File: config.mk
export PLATFORM = sky130hd
export DESIGN_NAME = parity_framer_ctrl
export DESIGN_NICKNAME = d
export VERILOG_FILES = /design/src/rtl/parity_framer_ctrl.sv
export SDC_FILE = /design/constraint.sdc
export NUM_CORES = 1
export LEC_CHECK = 0
export BUFFER_PORTS_ARGS = -buffer_cell sky130_fd_sc_hd__buf_2
export CELL_PAD_IN_SITES_DETAIL_PLACEMENT = 0
export CELL_PAD_IN_SITES_GLOBAL_PLACEMENT = 1
export CORE_UTILIZATION = 30
export DETAILED_ROUTE_END_ITERATION = 10
export GPL_TIMING_DRIVEN = 0
export PLACE_DENSITY = 0.67
export SLEW_MARGIN = 15
export SYNTH_ARGS = -nofsm -noshare
export SYNTH_HDL_FRONTEND = slang
export SYNTH_SLANG_ARGS = --single-unit
File: constraint.sdc
create_clock -name clk -period 1.3 [get_ports clk]
set_input_delay 0.13 -clock clk [delete_from_list [all_inputs] [get_ports clk]]
set_output_delay 0.13 -clock clk [all_outputs]
set_load 0.05 [all_outputs]
File: src/rtl/parity_framer_ctrl.sv
// Byte framer: passes FRAME_LEN data bytes, then appends a parity trailer byte.
// Optional completed-frame counter enabled by defining PARITY_FRAME_CNT_EN.
module parity_framer_ctrl #(
    parameter int FRAME_LEN  = 4,
    parameter bit ODD_PARITY = 1'b0
) (
    input  logic        clk,
    input  logic        rst_n,
    input  logic [7:0]  d_in,
    input  logic        in_valid,
    output logic        in_ready,
    input  logic        flush,
    output logic [7:0]  d_out,
    output logic        out_valid,
    output logic        out_last,
    input  logic        out_ready
`ifdef PARITY_FRAME_CNT_EN
    ,
    output logic [15:0] frame_cnt
`endif
);

    typedef enum logic [1:0] {
        S_IDLE,
        S_DATA,
        S_TRAIL
    } state_t;

    localparam logic [7:0] LEN = 8'(FRAME_LEN);

    state_t     r_state;
    state_t     w_state_nxt;
    logic [7:0] r_cnt;
    logic       r_acc;
    logic [7:0] r_d_out;
    logic       r_out_valid;
    logic       r_out_last;

    logic       w_out_free;
    logic       w_in_ready;
    logic       w_xfer;
    logic       w_load_trail;
    logic [7:0] w_cnt_inc;
    logic       w_frame_full;

    assign w_out_free   = !r_out_valid || out_ready;
    assign w_xfer       = in_valid && w_in_ready;
    assign w_cnt_inc    = r_cnt + 8'd1;
    assign w_frame_full = (w_cnt_inc == LEN);

    always_ff @(posedge clk or negedge rst_n) begin
        if (!rst_n) begin
            r_state <= S_IDLE;
        end else begin
            r_state <= w_state_nxt;
        end
    end

    // A flush with no byte taken yet in IDLE has nothing to close.
    always_comb begin
        w_state_nxt = r_state;
        unique case (r_state)
            S_IDLE: begin
                if (w_xfer) begin
                    if (w_frame_full || flush) begin
                        w_state_nxt = S_TRAIL;
                    end else begin
                        w_state_nxt = S_DATA;
                    end
                end
            end
            S_DATA: begin
                if (flush || (w_xfer && w_frame_full)) begin
                    w_state_nxt = S_TRAIL;
                end
            end
            S_TRAIL: begin
                if (w_out_free) begin
                    w_state_nxt = S_IDLE;
                end
            end
            default: w_state_nxt = S_IDLE;
        endcase
    end

    always_comb begin
        w_in_ready   = 1'b0;
        w_load_trail = 1'b0;
        unique case (r_state)
            S_IDLE:  w_in_ready   = w_out_free;
            S_DATA:  w_in_ready   = w_out_free;
            S_TRAIL: w_load_trail = w_out_free;
            default: w_in_ready   = 1'b0;
        endcase
    end

    always_ff @(posedge clk or negedge rst_n) begin
        if (!rst_n) begin
            r_d_out     <= 8'h00;
            r_out_valid <= 1'b0;
            r_out_last  <= 1'b0;
            r_acc       <= 1'b0;
            r_cnt       <= 8'd0;
        end else if (w_xfer) begin
            r_d_out     <= d_in;
            r_out_valid <= 1'b1;
            r_out_last  <= 1'b0;
            r_acc       <= r_acc ^ (^d_in);
            r_cnt       <= w_cnt_inc;
        end else if (w_load_trail) begin
            r_d_out     <= {7'b0, r_acc ^ ODD_PARITY};
            r_out_valid <= 1'b1;
            r_out_last  <= 1'b1;
            r_acc       <= 1'b0;
            r_cnt       <= 8'd0;
        end else if (out_ready) begin
            r_out_valid <= 1'b0;
            r_out_last  <= 1'b0;
        end
    end

`ifdef PARITY_FRAME_CNT_EN
    logic [15:0] r_frame_cnt;

    always_ff @(posedge clk or negedge rst_n) begin
        if (!rst_n) begin
            r_frame_cnt <= 16'h0000;
        end else if (r_out_valid && out_ready && r_out_last) begin
            r_frame_cnt <= r_frame_cnt + 16'h0001;
        end
    end

    assign frame_cnt = r_frame_cnt;
`endif

    assign in_ready  = w_in_ready;
    assign d_out     = r_d_out;
    assign out_valid = r_out_valid;
    assign out_last  = r_out_last;

endmodule

# Word-level counts from Yosys, hierarchy flattened
# Index checks and enable logic that the tools add are counted.
# totals
ramBits	0
romBits	0
elab_cells	43
memories	0
inputBits	13
register_bits	21
latchBits	0
output_inout_bits	11
# classes
reduce_logical	12
n_eq_ne	6
mux	17
shifts	0
bitwise	1
addsub	1
div_mod_pow	0
magnitude_cmp	0
n_mul	0
# op_table
operator	n
8-bit 2-to-1 mux	4
8-bit by 1-bit adder with 8-bit output (second input constant)	1
8-bit by 3-bit == test with 1-bit output (second input constant)	1
1-bit 2-to-1 mux	8
2-bit 2-to-1 mux	4
8-bit parity	1
2-bit inequality test (second input constant)	3
2-bit one-hot mux with 3 select lines	1
1-bit logical OR	3
3-bit AND reduction	1
3-bit nonzero test	1
2-bit by 1-bit == test with 1-bit output (second input constant)	1
2-bit == test (second input constant)	1
1-bit logical AND	2
2-bit zero test	1
2-bit nonzero test	1
2-bit OR reduction	1
1-bit zero test	1
1-bit XOR	1

# Longest topological paths before layout
# Gate-level depths: netlist of run 1.
# depth
ltp_word	8
ltp_mapped	6
ltp_nobuf	5

# Worst setup path before layout of run 1
# OpenSTA, ideal clock, no wires.
# synth_path
kind	register to register
from	register r_out_valid (netlist: out_valid)
to	register r_state[1]
path_stages_with_launch	6
n_path_buf	0
setup_time_ns	0.066
arrival_ns	1.595
slack_ns	-0.361
required_ns	1.234
path_cell_list	dfrtp_1 -> nand2b_4 -> nand2_2 -> or4_4 -> nor3_2 -> o31a_1
# synth_between
elab_chain_cells	8
# synth_rtl
element	line_no	text
start: declaration	36	logic r_out_valid;
start signal: assignment	100	r_out_valid <= 1'b0;
start signal: assignment	106	r_out_valid <= 1'b1;
start signal: assignment	112	r_out_valid <= 1'b1;
1-bit zero test (*)	46	assign w_out_free = !r_out_valid || out_ready;
1-bit logical OR (*)	46	
1-bit 2-to-1 mux	89	unique case (r_state)
1-bit logical AND	47	assign w_xfer = in_valid && w_in_ready;
1-bit logical AND	73	if (flush || (w_xfer && w_frame_full)) begin
1-bit logical OR	73	
2-bit inequality test (no source line)	n/a	
3-bit AND reduction (no source line) (*)	n/a	
end signal: assignment	55	r_state <= w_state_nxt;
end: declaration	31	state_t r_state;
# Every way passes the cells marked *; elsewhere a longest branch is shown, timed or not.
# A chain may end at the register's enable or synchronous reset.

# Worst setup path in the final report of run 1
# layout_path
from	register r_cnt[0]
to	register r_state[1]
# layout_between
elab_chain_cells	6
# layout_rtl
element	line_no	text
start: declaration	33	logic [7:0] r_cnt;
start signal: assignment	109	r_cnt <= w_cnt_inc;
8-bit by 1-bit adder with 8-bit output (*)	48	assign w_cnt_inc = r_cnt + 8'd1;
8-bit by 3-bit == test with 1-bit output (*)	49	assign w_frame_full = (w_cnt_inc == LEN);
1-bit logical OR or 1-bit logical AND (tied branches)	65, 73	
2-bit 2-to-1 mux or 1-bit logical OR (tied branches)	65, 73	
2-bit 2-to-1 mux or 2-bit inequality test (tied branches)	n/a	
2-bit one-hot mux with 3 select lines or 3-bit AND reduction (tied branches)	n/a	
# Every way passes the cells marked *; elsewhere a longest branch is shown, timed or not. The select of a mux whose other input is x is not followed.

==> results_dict.tcl, run 1 <==
set metrics [dict create \
    cts_tree "yes" \
    grt_pass1_wl_mm 4.077 \
    cp.arrival_ps 1750 \
    fmax_mhz 671.0 \
    firstDrtPassIters 4 \
    critPathKind "reg -> reg" \
    gp_congestion 0.7669 \
    synth_cell_types 28 \
    syn_area_mm2 0.001023 \
    powerDensity_mw_per_mm2 2246 \
    cp-start-kind "register" \
    violations "negative setup slack" \
    core_area_mm2 0.003153 \
    yosys_warnings 0 \
    viasPerCell 4.835 \
    antenna_found_initial 0 \
    drive_above_1_share_pct 33.33 \
    syn2layout_area_growth_pct 30.32 \
    drv_cap 0 \
    cpMostUsedCell "and3_4" \
    die_h_um 60.41 \
    yosys_most_used_dff "dfrtp_1" \
    leakagePower_uw 0.0006525 \
    outcome "finished with violations" \
    synth_edf_count 0 \
    io_pins 24 \
    crit_path_max_fanout 4 \
    max_slew_margin_pct 67.57 \
    grt_usage_pct 15.24 \
    grt-ovfl-total 0 \
    synth-async-reset-ratio_pct 100.0 \
    post-route-util_pct 42.30 \
    worstHoldPathType "in -> reg" \
    fillers 345 \
    dpl.hpwl_mm 1.638 \
    drt_iter0_drc 30 \
    endpoint_kind "register" \
    mappedNetlistNets 123 \
    vdd_drop_max_mv 0.9496 \
    synth_commonest_cells "dfrtp_1, nand2_1, o21ai_0" \
    hold-worst-slack_ps 24.57 \
    antenna_cells 0 \
    std_cell_rows 20 \
    clk-insertion-delay-late_ps 310 \
    clockBufferDepth 2 \
    period_share_pct 114.6 \
    finalSetupViolCount 10 \
    wl_mm 2.366 \
    skew_ps 1.420 \
    port_buffers 23 \
    fin_nets 159 \
    cts_buffers 3 \
    synth_top_area_cell "dfrtp_1" \
    critPathRequiredTime_ps 1560 \
    cp_slowest_cell "dfrtp_1" \
    vias 909 \
    fp.dieW_um 60.41 \
    cts-root-buf "clkbuf_4" \
    synth_top_area_share_pct 51.34 \
    synthCells 109 \
    worst_slew_pin_slew_ps 486.5 \
    drcViolationCount 0 \
    wl_per_cell_um 12.59 \
    clk_pin_slew_ps 120 \
    fin_ws_ps -190.3 \
    final_max_slew_viol_count 0 \
    finalCriticalPeriod_ps 1490 \
    synth_seq_cells 21 \
    postRouteAntennaNets 0 \
    syn-mean-instance-area_um2 9.390 \
    grt_setup_unrepaired "yes" \
    clock-sinks 21 \
    start_util_pct 32.46 \
    grt_max_degree 22 \
    dieArea_mm2 0.003649 \
    path_cells "and3_4 -> and3_4 -> or3_1 -> nor3_4 -> o31a_1" \
    max_stage_delay_ps 420 \
    synth.area.top_cells "dfrtp_1, nand2_1, o21ai_0" \
    ys_seq_area_share_pct 51.34 \
    grt_pass1_vias 919 \
    hold_violations 0 \
    htreeDepth 1 \
]
[final timing paths]
check | start | slack [ps] | cells past startpoint | end
min in group asynchronous | rst_n | 290 | 2 | r_state[0]$_DFFE_PN0P_
setup / recovery | r_cnt[0]$_DFFE_PN0P_ | -190 | 5 | r_state[1]$_DFFE_PN0P_
hold / removal | d_in[5] | 20 | 3 | d_out[5]$_DFFE_PN0P_
hold reg to reg | r_acc$_DFFE_PN0P_ | 510 | 1 | r_acc$_DFFE_PN0P_
setup reg to reg | r_cnt[0]$_DFFE_PN0P_ | -190 | 5 | r_state[1]$_DFFE_PN0P_
max in group asynchronous | rst_n | 660 | 2 | out_valid$_DFFE_PN0P_
[sequential cells by signal, indices dropped and copies added, names as in the netlist]
register	cells
out_last	1
r_acc	1
r_cnt	8
out_valid	1
d_out	8
r_state	2
[worst max-delay path, delay by kind of cell, from the launching register on]
kind | cells | cell delay [ps]
simple gates | 4 | 880
flops | 1 | 420
compound gates | 1 | 140
[per-stage QoR]
step                      total power [µW]  setup slack (ps)  setup TNS, ps  cells  area, µm²
final                                 2996            -190.3          -1252    188       1334
after global routing                  3201            -283.5          -2302    188       1334
after CTS                             2998            -203.8          -1203    188       1324
after detailed placement              2529            -258.6          -1759    176       1211
after global placement                2500            -205.1          -1520    176       1211
after floorplan                       2148            -166.3         -961.2    109       1041
[routing by layer]
| layer | wire [µm] | global-route usage (%) |
|---|---|---|
| met3 | 99 | 4.904 |
| met4 | 27 | 5.195 |
| met1 | 1120 | 19.41 |
| met5 | 0 | 0 |
| met2 | 1119 | 24.49 |
[cells by family (layout without fill, tap and decap cells)]
family                   count (synthesis)  in the layout  share of synthesized area [%]
buffers and inverters                    6             41                          2.200
AND/OR/NAND/NOR                         54             54                          27.26
AO/OA/AOI/OAI                           18             18                          10.27
adder cells (fa/ha/maj)                  1              1                          1.222
flip-flops                              21             21                          51.34
XOR/XNOR                                 9              9                          7.702
[cell type report]
type / count / area, µm² / share of cell area (%)
clock inverters: 1 / 5.005 / 0.3752
multi-input cells: 82 / 504.2 / 37.80
inverters: 1 / 3.754 / 0.2814
flip-flops and latches: 21 / 526.8 / 39.49
clock buffers: 3 / 22.52 / 1.689
well taps: 44 / 55.05 / 4.128
plain buffers: 5 / 30.03 / 2.251
repair buffers: 31 / 186.4 / 13.98
[what timing repair did]
action | in CTS | in global routing
setup endpoints to repair | 18 | 20
setup buffers | 6 | 0
pin swaps | 4 | 0
endpoints found under the hold margin | 22 | 0
hold buffers | 2 | 0
cloned | 0 | 0
resized for setup | 7 | 7
[placed cells by master (no fill, tap or decap), drive strengths merged, types with 2 or more instances in the layout]
master and n:
nand2b 2, xnor2 6, nand3 11, dlygate4sd3 2, nand2 22, and3 3
nor2b 2, nand3b 3, o21ai 12, clkbuf 5, buf 32, xor2 3
dfrtp 21, nor2 5
[power breakdown]
| part | leakage [µW] | switching, µW | internal [µW] |
|---|---|---|---|
| combinational | 0.000361 | 1100 | 516 |
| sequential | 0.000274 | 173 | 880 |
| clock | 0.0000177 | 215 | 115 |
Note: power is estimated with default switching activity, not from simulation.
==> run 2, diff against run 1 <==
--- a/config.mk
+++ b/config.mk
@@ -8,6 +8,7 @@
 export BUFFER_PORTS_ARGS = -buffer_cell sky130_fd_sc_hd__buf_2
 export CELL_PAD_IN_SITES_DETAIL_PLACEMENT = 0
 export CELL_PAD_IN_SITES_GLOBAL_PLACEMENT = 1
+export CORE_MARGIN = 2
 export CORE_UTILIZATION = 30
 export DETAILED_ROUTE_END_ITERATION = 10
 export GPL_TIMING_DRIVEN = 0
==> results_dict.tcl, run 2 (same netlist as run 1, synthesis figures left out) <==
set metrics [dict create \
    wl_met3_um 85 \
    critPathKind "reg -> reg" \
    wl_met2_mm 1.118 \
    vdd_drop_max_mv 1.037 \
    drcViolationCount 0 \
    grt_max_degree 22 \
    finalCriticalPeriod_ps 1545 \
    grt_pass1_wl_mm 4.160 \
    grt_pass1_vias 953 \
    critPathCapture "r_state[1]$_DFFE_PN0P_" \
    grt-ovfl-total 0 \
    crit_path_max_fanout 4 \
    crit_family "simple AND/OR/NAND/NOR gates" \
    drv_cap 0 \
    post_dp_cell_area_mm2 0.001214 \
    leakagePower_uw 0.0006561 \
    syn2layout_area_growth_pct 31.54 \
    r2r_cells 5 \
    period_share_pct 118.9 \
    fin_nets 160 \
    skew_ps 18.86 \
    core_area_mm2 0.003311 \
    crit_start "r_cnt[2]$_DFFE_PN0P_" \
    worstHoldPathType "in -> reg" \
    drt_iter0_drc 36 \
    clk_pin_slew_ps 140 \
    clock-sinks 21 \
    cp-start-kind "register" \
    cpMostUsedCell "and3_4" \
    tns_ps -1101 \
    path_cells "and3_4 -> and3_4 -> or3_4 -> nor3_4 -> o31a_1" \
    max_stage_delay_ps 420 \
    worstSetupPathDepth 5 \
    final_max_slew_viol_count 0 \
    switching_share_pct 49.68 \
    worst_slew_pin_slew_ps 485.6 \
    r2r_end "r_state[1]$_DFFE_PN0P_" \
    port_buffers 23 \
    cts_buffers 3 \
    drive_above_1_share_pct 34.48 \
    critPathRequiredTime_ps 1540 \
    gp_congestion 0.7918 \
    die_h_um 62.41 \
    finalSetupViolCount 10 \
    violations "negative setup slack" \
    cp_slowest_cell "dfrtp_1" \
    top_layer "met4" \
    final_cells 191 \
    std_cell_rows 21 \
    start_util_pct 30.91 \
    rrSetupSlack_ps -250 \
    outcome "finished with violations" \
    path_buf_inv 0 \
    pre_cts_ws_ps -237.1 \
    r2r-start "r_cnt[2]$_DFFE_PN0P_" \
    wl_mm 2.364 \
    viasPerCell 4.728 \
    design_area_mm2 0.001346 \
    cts_tree "yes" \
    fmax_mhz 647.2 \
    clockBufferDepth 2 \
    p_int_uw 1484 \
    powerDensity_mw_per_mm2 2191 \
    grt_usage_pct 13.23 \
    io_pins 24 \
    wl_per_cell_um 12.38 \
    pwr-share-comb_pct 53.4 \
    vias 903 \
    htreeDepth 1 \
    firstDrtPassIters 4 \
    cts-root-buf "clkbuf_4" \
    fillers 365 \
    clk-insertion-delay-late_ps 310 \
    max_slew_margin_pct 67.63 \
    postRouteAntennaNets 0 \
    antenna_found_initial 0 \
    final_cell_mix "buf_2, nand2_1, dfrtp_1" \
    hold_violations 0 \
    seqPwrFrac_pct 35.5 \
    fin_ws_ps -245.1 \
    fp.dieW_um 62.41 \
    dpl.hpwl_mm 1.639 \
    finalPower_uw 2950 \
    cp.arrival_ps 1790 \
    dp.cells 178 \
    antenna_cells 0 \
    p_clk_share_pct 11.0 \
    m1WireLength_mm 1.144 \
    endpoint_kind "register" \
    dieArea_mm2 0.003895 \
    grt_setup_unrepaired "yes" \
    final_common_cell "buf_2" \
    power.switching_uw 1465 \
]
## run 2: changes by cell type in the layout (fill, tap and decap cells not counted), sizes merged
cell / before / now
buf: 32 / 31
clkbuf: 5 / 7
## run 2: through the flow
| step | hold WS (ps) | util (%) |
|---|---|---|
| after floorplan | -165.6 | - |
| after global placement | 115.7 | 36.66 |
| after detailed placement | 123.2 | 36.66 |
| after CTS | 21.89 | 40.06 |
| after global routing | 12.54 | 40.67 |
| final | 24.70 | 40.67 |
## run 2: timing repair
action | CTS | global route
pin swaps | 4 | 4
setup endpoints to repair | 19 | 20
endpoints found under the hold margin | 22 | 0
resized for setup | 9 | 3
buffers inserted | 5 | 2
hold buffers | 2 | 0
## run 2: cell type report
type                    count  area [µm²]  area share (%)
plain buffers               5       30.03           2.230
clock buffers               3       22.52           1.673
clock inverters             1       5.005          0.3717
inverters                   1       3.754          0.2788
multi-input cells          82       506.7           37.64
flip-flops and latches     21       526.8           39.13
well taps                  46       57.56           4.275
repair buffers             32       193.9           14.41
## run 2: worst register-to-register path, stage by stage (launching register included)
cell	delay, ps
dfrtp_1	420
and3_4	190
and3_4	190
or3_4	340
nor3_4	180
o31a_1	150
## run 2: how the worst min path moves through the flow
| stage | from | to | slack (ps) | depth (start not counted) |
|---|---|---|---|---|
| 2_1_floorplan | rst_n | d_out[0]$_DFFE_PN0P_ | -170 | 0 |
| 3_3_place_gp | rst_n | r_state[0]$_DFFE_PN0P_ | 120 | 1 |
| 3_5_place_dp | rst_n | r_state[0]$_DFFE_PN0P_ | 120 | 1 |
| 4_1_cts | d_in[4] | d_out[4]$_DFFE_PN0P_ | 20 | 3 |
| 5_1_grt | d_in[4] | d_out[4]$_DFFE_PN0P_ | 10 | 3 |
| 6_report | d_in[5] | d_out[5]$_DFFE_PN0P_ | 20 | 3 |
## run 2: power by group through the flow
stage               clock, µW  combinational (µW)  sequential [µW]
floorplan                   0                 577             1570
global placement            0                1450             1050
detailed placement          0                1470             1050
CTS                       339                1590             1050
global route              364                1710             1090
finish                    325                1580             1050
## run 2: routing by layer
layer,up-vias,track usage (%)
met5,-,0
met4,0,4.167
met3,2,2.342
met2,17,22.72
met1,441,16.92
li1,443,-
